==> src/rtl/forward_scoreboard.sv <==
// Forwarding scoreboard: tracks destination registers of instructions past ID and
// picks, per ID read port, the youngest producing stage or raises a load-use stall.
module forward_scoreboard #(
   parameter  int AW         = 4,
   parameter  int NRD        = 2,
   parameter  int DEPTH      = 3,
   parameter  int LOAD_STAGE = 1,
   parameter  int ZERO_REG   = 0,
   localparam int SW         = $clog2(DEPTH + 1)
) (
   input  logic              clk,
   input  logic              rst_n,
   input  logic              id_valid,
   input  logic [NRD*AW-1:0] id_src,
   input  logic [NRD-1:0]    id_src_used,
   input  logic              id_wr0_en,
   input  logic [AW-1:0]     id_wr0_addr,
   input  logic              id_wr1_en,
   input  logic [AW-1:0]     id_wr1_addr,
   input  logic              id_is_load,
   input  logic              flush,
   output logic [NRD*SW-1:0] fwd_sel,
   output logic [NRD-1:0]    fwd_slot,
   output logic              stall,
   output logic              issue,
   output logic [15:0]       stall_cnt
);

   typedef struct packed {
      logic          vld;
      logic          wr0_en;
      logic [AW-1:0] wr0_addr;
      logic          wr1_en;
      logic [AW-1:0] wr1_addr;
      logic          is_load;
   } entry_t;

   entry_t         r_ent [DEPTH];
   logic [15:0]    r_stall_cnt;

   logic [AW-1:0]    w_src      [NRD];
   logic [NRD-1:0]   w_src_live;
   logic [DEPTH-1:0] w_hit0     [NRD];
   logic [DEPTH-1:0] w_hit1     [NRD];
   logic [NRD-1:0]   w_port_hazard;
   logic             w_stall;
   logic             w_issue;
   entry_t           w_id_ent;

   always_comb begin
      for (int p = 0; p < NRD; p++) begin
         w_src[p]      = id_src[p*AW +: AW];
         w_src_live[p] = id_src_used[p] && !((ZERO_REG != 0) && (w_src[p] == '0));
      end
   end

   always_comb begin
      for (int p = 0; p < NRD; p++) begin
         w_hit0[p] = '0;
         w_hit1[p] = '0;
         for (int k = 0; k < DEPTH; k++) begin
            w_hit0[p][k] = w_src_live[p] && r_ent[k].vld && r_ent[k].wr0_en
                           && (r_ent[k].wr0_addr == w_src[p]);
            w_hit1[p][k] = w_src_live[p] && r_ent[k].vld && r_ent[k].wr1_en
                           && (r_ent[k].wr1_addr == w_src[p]);
         end
      end
   end

   // Walk oldest to youngest so the youngest match overwrites; slot 1 beats slot 0.
   always_comb begin
      fwd_sel       = '0;
      fwd_slot      = '0;
      w_port_hazard = '0;
      for (int p = 0; p < NRD; p++) begin
         for (int k = DEPTH - 1; k >= 0; k--) begin
            if (w_hit0[p][k] || w_hit1[p][k]) begin
               fwd_sel[p*SW +: SW] = SW'(k + 1);
               fwd_slot[p]         = w_hit1[p][k];
               w_port_hazard[p]    = (k < LOAD_STAGE) && r_ent[k].is_load;
            end
         end
      end
   end

   assign w_stall  = id_valid & ~flush & (|w_port_hazard);
   assign w_issue  = id_valid & ~flush & ~w_stall;
   assign w_id_ent = {1'b1, id_wr0_en, id_wr0_addr, id_wr1_en, id_wr1_addr, id_is_load};

   always_ff @(posedge clk) begin
      if (!rst_n) begin
         for (int i = 0; i < DEPTH; i++) begin
            r_ent[i] <= entry_t'('0);
         end
         r_stall_cnt <= '0;
      end else begin
         r_ent[0] <= w_issue ? w_id_ent : entry_t'('0);
         for (int i = DEPTH - 1; i > 0; i--) begin
            r_ent[i] <= r_ent[i-1];
         end
         if (w_stall && (r_stall_cnt != 16'hFFFF)) begin
            r_stall_cnt <= r_stall_cnt + 16'd1;
         end
      end
   end

   assign stall     = w_stall;
   assign issue     = w_issue;
   assign stall_cnt = r_stall_cnt;

endmodule

==> config.mk <==
export PLATFORM = sky130hd
export DESIGN_NAME = forward_scoreboard
export DESIGN_NICKNAME = d
export VERILOG_FILES = /design/src/rtl/forward_scoreboard.sv
export SDC_FILE = /design/constraint.sdc
export NUM_CORES = 1
export LEC_CHECK = 0
export ABC_AREA = 1
export CAP_MARGIN = 0
export CORE_AREA = 2 2 76 78
export DETAILED_ROUTE_END_ITERATION = 16
export DIE_AREA = 0 0 78 80
export DONT_BUFFER_PORTS = 1
export PLACE_DENSITY = 0.73
export SYNTH_ARGS = -nofsm -noshare
export SYNTH_HDL_FRONTEND = slang
export SYNTH_SLANG_ARGS = --single-unit
==> constraint.sdc <==
create_clock -name clk -period 1.5 [get_ports clk]
set_clock_uncertainty 0.05 [all_clocks]
set_input_delay 0.15 -clock clk [delete_from_list [all_inputs] [get_ports clk]]
set_output_delay 0.15 -clock clk [all_outputs]
set_load 0.005 [all_outputs]
==> impl_metrics.json, run 1 <==
{
  "p_per_area_mw_per_mm2": 668,
  "dp_hpwl_um": 5200,
  "num_rows": 27,
  "synth_top_family_by_area": "simple AND/OR/NAND/NOR gates",
  "period_share": 1.19,
  "cts_max_path_buffers": 2,
  "violations": "hold timing, setup timing",
  "place_area_mm2": 0.00327,
  "power_mw": 2.63,
  "regArea_mm2": 0.00105,
  "synth-main-ff-cell": "dfxtp_1",
  "clkTransAtPathRegs_ns": 0.10,
  "grt_pass1_wl_um": 12500,
  "core-area_mm2": 0.00541,
  "hold_ws_ns": -0.00391,
  "routed_wl_um": 7960,
  "chipHeight_um": 80,
  "synth_fa_ha_area_frac": 0.00421,
  "dr.pass1.iters": 5,
  "worstPathRequired_ns": 1.30,
  "vias": 2946,
  "place.gp.congestion": 0.895,
  "post-place-ws_ns": -0.151,
  "io_pins": 49,
  "synth_mux_area_frac": 0,
  "crit_type": "reg -> out",
  "cp-start-kind": "flop",
  "final_area_mm2": 0.00394,
  "period_minus_slack_ns": 1.78,
  "syn-num-nets": 490,
  "clkSinkCount": 50,
  "numCtsBuffers": 5,
  "die_x_um": 78,
  "initial_core_util": 0.550,
  "drt_iter0_markers": 216,
  "synth_top_area_frac": 0.337,
  "worst_slack_ns": -0.280,
  "synth_common_cells": "nand2_1, inv_1, nor2_1, dfxtp_1, nand3_1",
  "max_slew_margin": 0.569,
  "rsz0062_at_grt": "yes",
  "fillers": 428,
  "synthSimpleGateAreaFrac": 0.401,
  "max_freq_mhz": 562,
  "grt_overflow_total": 0,
  "cp-end-kind": "primary output",
  "worstPathArrival_ns": 1.58,
  "netlist_area_mm2": 0.00297,
  "synth_seq_cells": 50,
  "antenna_found_initial": 0,
  "synthXorXnorAreaFrac": 0.0855,
  "cts-root-buf": "clkbuf_8",
  "yosysMostFrequentCell": "nand2_1",
  "antennaDiodeCount": 0,
  "worstMarginPinSlew_ns": 0.644,
  "fin_cells": 586,
  "hp-start": "rst_n",
  "fin_setup_tns_ns": -6.71,
  "outcome": "finished, violations left",
  "wl_per_cell_um": 13.6,
  "grt_pass1_vias": 2760,
  "clk_latency_ns": 0.31,
  "synth_top_cell_by_area": "dfxtp_1",
  "leakage_nw": 2.02,
  "synthCells": 464,
  "track_usage": 0.255,
  "ys_seq_area_frac": 0.337,
  "crit_fanout": 4,
  "async_reset_ff_frac": 0,
  "drv_slew": 0,
  "post-place-cells": 553,
  "max_cap_violations": 0,
  "cts_tree": "built",
  "avgSynthCellArea_um2": 6.40,
  "portBuffers": 0,
  "viasPerCell": 5.03,
  "cts_htree_levels": 2,
  "crit_path_start": "r_ent[0][8]",
  "synth_edf_count": 0,
  "multi_input_area_mm2": 0.00184,
  "reg2reg_from": "r_ent[0][8]",
  "area_growth_pct": 32.6,
  "synth_area_leaders": "dfxtp_1, nand2_1, inv_1",
  "die_area_mm2": 0.00624,
  "synth_warnings": 0,
  "vdd_drop_max_mv": 0.587,
  "hp-class": "in -> reg",
  "drc": 0,
  "fin_util": 0.729,
  "final_hold_viol_count": 1,
  "setup_viol": 36,
  "ant_nets": 0,
  "grt_max_degree": 34,
  "synth_cell_types": 32,
  "synth_compound_area_frac": 0.0253,
  "nets": 539,
  "final_layout_size_suffix_gt1_frac": 0.323
}
[worst max-delay path, stage by stage (launching register included)]
cell and delay, ns:
dfxtp_2 0.35, inv_1 0.07, nand2_1 0.06, nand2_1 0.07, nor2_1 0.04, nand3_1 0.12, nand2_4 0.08, nand2_4 0.08
nand2_8 0.07, nor3_4 0.16, buf_4 0.15
[layout make-up]
cell class,count,share of cell area
timing repair buffer,56,0.129
clock buffer,5,0.0175
sequential,50,0.266
inverter,89,0.0848
multi-input combinational,311,0.468
tap,72,0.0229
clock inverter,3,0.0121
[timing repair]
| action | CTS | global route |
|---|---|---|
| gates cloned | 2 | 0 |
| buffers inserted | 11 | 2 |
| endpoints found under the hold margin | 44 | 0 |
| resized for setup | 55 | 48 |
| hold buffers | 12 | 0 |
| pin swaps | 17 | 16 |
| endpoints found under the setup margin | 36 | 36 |
[flip-flops by register name, indices dropped and copies added (netlist names)]
register and cells:
r_ent 34, stall_cnt 16
[report_power, final]
part / internal (mW) / switching, mW / total, mW
registers: 1.34 / 0.0200 / 1.36
clock network: 0.510 / 0.509 / 1.02
logic: 0.121 / 0.132 / 0.253
[cell usage in the layout, fill, tap and decap left out, types with 14 or more instances in the layout]
cell type / instances
xnor2_1: 14
nand2_1: 123
buf_4: 38
dfxtp_2: 23
nand3_1: 25
nor2_1: 46
inv_1: 72
inv_2: 17
dfxtp_1: 22
[cell families after synthesis]
logic type | count (synthesis)
AND/OR/NAND/NOR | 267
flip-flops | 50
XOR/XNOR | 29
adder cells (fa/ha/maj) | 1
buffers and inverters | 104
AO/OA/AOI/OAI | 13
[routing by layer]
| metal | track usage | wire length, um | up-vias |
|---|---|---|---|
| li1 | - | - | 1490 |
| met2 | 0.436 | 3950 | 92 |
| met4 | 0.0895 | 91 | 0 |
| met1 | 0.322 | 3480 | 1355 |
| met3 | 0.0475 | 442 | 9 |
| met5 | 0 | 0 | - |
[final timing paths]
check | depth (start not counted) | slack (ns) | endpoint
worst max-delay path | 10 | -0.28 | issue
worst min-delay path | 2 | -0.004 | stall_cnt[12]
worst max register to register | 14 | -0.26 | r_ent[0][2]
worst min register to register | 2 | 0.40 | r_ent[0][19]
(Power assumes the default switching activity.)
==> run 2, diff against run 1 <==
--- a/config.mk
+++ b/config.mk
@@ -8,6 +8,7 @@
 export ABC_AREA = 1
 export CAP_MARGIN = 0
 export CORE_AREA = 2 2 76 78
+export CTS_CLUSTER_DIAMETER = 50
 export DETAILED_ROUTE_END_ITERATION = 16
 export DIE_AREA = 0 0 78 80
 export DONT_BUFFER_PORTS = 1
==> results of run 2 <==
The final DEF is identical to that of run 1; final timing and power are the same.
==> run 3, diff against run 2 <==
--- a/config.mk
+++ b/config.mk
@@ -7,12 +7,11 @@
 export LEC_CHECK = 0
 export ABC_AREA = 1
 export CAP_MARGIN = 0
-export CORE_AREA = 2 2 76 78
+export CORE_AREA = 2 2 82 84
 export CTS_CLUSTER_DIAMETER = 50
 export DETAILED_ROUTE_END_ITERATION = 16
-export DIE_AREA = 0 0 78 80
-export DONT_BUFFER_PORTS = 1
-export PLACE_DENSITY = 0.73
+export DIE_AREA = 0 0 84 86
+export PLACE_DENSITY = 0.75
 export SYNTH_ARGS = -nofsm -noshare
 export SYNTH_HDL_FRONTEND = slang
 export SYNTH_SLANG_ARGS = --single-unit
==> run 3 against run 2 <==
The flow finishes with violations (setup timing). Worst hold slack improved by 0.31 ns. First-iteration DRC count increased by 43%. Clock-buffer cell count unchanged. Critical path type unchanged. Highest routed layer unchanged.
==> impl_metrics.json, run 3 (synthesis results as in run 1) <==
{
  "outcome": "finished, violations left",
  "violations": "setup timing",
  "p_per_area_mw_per_mm2": 584,
  "antenna_found_initial": 0,
  "max_slew_margin": 0.642,
  "setup_viol": 36,
  "viasPerCell": 4.99,
  "dp_hpwl_um": 5830,
  "cp-start-kind": "flop",
  "grt_pass1_vias": 3026,
  "clk_latency_ns": 0.31,
  "crit_path_start": "r_ent[0][1]",
  "cts-root-buf": "clkbuf_8",
  "worstPathRequired_ns": 1.30,
  "final_layout_size_suffix_gt1_frac": 0.378,
  "final_common_cell": "nand2_1",
  "crit_type": "reg -> out",
  "leakage_nw": 2.35,
  "clkTransAtPathRegs_ns": 0.10,
  "track_usage": 0.233,
  "drc": 0,
  "period_minus_slack_ns": 2.02,
  "portBuffers": 48,
  "rsz0062_at_grt": "yes",
  "clkSinkCount": 50,
  "cts_tree": "built",
  "hp-start": "id_wr1_addr[0]",
  "crit_chain": "inv_2, nand2_1, nand2_1, nor2_2, nand3_2, nand2_2, buf_6, nand2_4, nand2_8, buf_6, nor3_4, buf_2",
  "cts_htree_levels": 2,
  "nets": 609,
  "period_share": 1.35,
  "grt_pass1_wl_um": 13700,
  "drv_slew": 0,
  "reg2reg_from": "r_ent[0][1]",
  "grt_max_degree": 24,
  "vias": 3301,
  "worst_slack_ns": -0.521,
  "hold_ws_ns": 0.311,
  "die_x_um": 84,
  "die_area_mm2": 0.00722,
  "max_cap_violations": 0,
  "io_pins": 49,
  "crit_fanout": 4,
  "worstMarginPinSlew_ns": 0.532,
  "ant_nets": 0,
  "antennaDiodeCount": 0,
  "num_rows": 29,
  "initial_core_util": 0.473,
  "routed_wl_um": 9020,
  "place.gp.congestion": 0.894,
  "fin_util": 0.727,
  "core-area_mm2": 0.00628,
  "critPathBufInv": 4,
  "worstPathArrival_ns": 1.82,
  "slowest_stage": "dfxtp_2",
  "hp-class": "in -> reg",
  "largest_register_ffs": 34,
  "dr.pass1.iters": 5,
  "vdd_drop_max_mv": 0.428,
  "chipHeight_um": 86,
  "max_freq_mhz": 495,
  "numCtsBuffers": 5,
  "cpLargestDelayFamily": "simple AND/OR/NAND/NOR gates",
  "final_cell_mix": "nand2_1, inv_1, buf_4",
  "grt_overflow_total": 0,
  "cp-end-kind": "primary output",
  "cts_max_path_buffers": 2,
  "regMostFlops": "r_ent",
  "area_growth_pct": 53.6,
  "wl_per_cell_um": 13.6,
  "drt_iter0_markers": 308,
  "final_hold_viol_count": 0,
  "cpPeakStageDelay_ns": 0.37
}
[run 3: repair_timing]
item	in CTS	in global routing
setup endpoints to repair	38	45
endpoints found under the hold margin	0	0
hold buffers	0	0
setup buffers	15	6
gates cloned	2	0
pin swaps	29	42
resized for setup	100	69
[run 3: final cells by class]
class	instances	area, um2
inverter	89	334
tap	77	96.3
clock buffer	5	68.8
clock inverter	3	43.8
fill	437	1720
sequential	50	1050
multi-input combinational	311	1840
timing repair buffer	126	1120
[run 3: per-stage QoR]
stage / instance area, um2 / instances / setup TNS, ns / power, mW / setup WS [ns]
global route: 4560 / 661 / -14.33 / 2.75 / -0.550
finish: 4560 / 661 / -12.81 / 2.66 / -0.521
global placement: 3960 / 633 / -24.69 / 1.69 / -0.871
CTS: 4350 / 657 / -8.72 / 2.65 / -0.486
floorplan: 3020 / 464 / -0.00326 / 1.55 / -0.00283
detailed placement: 3960 / 633 / -25.69 / 1.69 / -0.915
[run 3: per-layer routing]
metal	track usage	routed length [um]	vias up
met3	0.0298	642	34
met2	0.389	4310	158
met4	0.110	304	0
met1	0.301	3760	1488
met5	0	0	-
li1	-	-	1621
[run 3: final timing paths]
kind / end / slack (ns) / cells after the start
max: issue / -0.52 / 12
max reg2reg: stall_cnt[1] / -0.45 / 15
min: r_ent[0][1] / 0.31 / 3
min reg2reg: r_ent[0][17] / 0.40 / 2
[run 3: report_power, final]
group	switching (mW)	total [mW]	internal [mW]
Clock	0.474	0.972	0.498
Combinational	0.181	0.335	0.154
Sequential	0.0203	1.36	1.34
[run 3: tightest hold or removal path, cell delays in order]
cell,delay (ns)
clkdlybuf4s50_1,0.39
inv_1,0.06
nor2_2,0.04
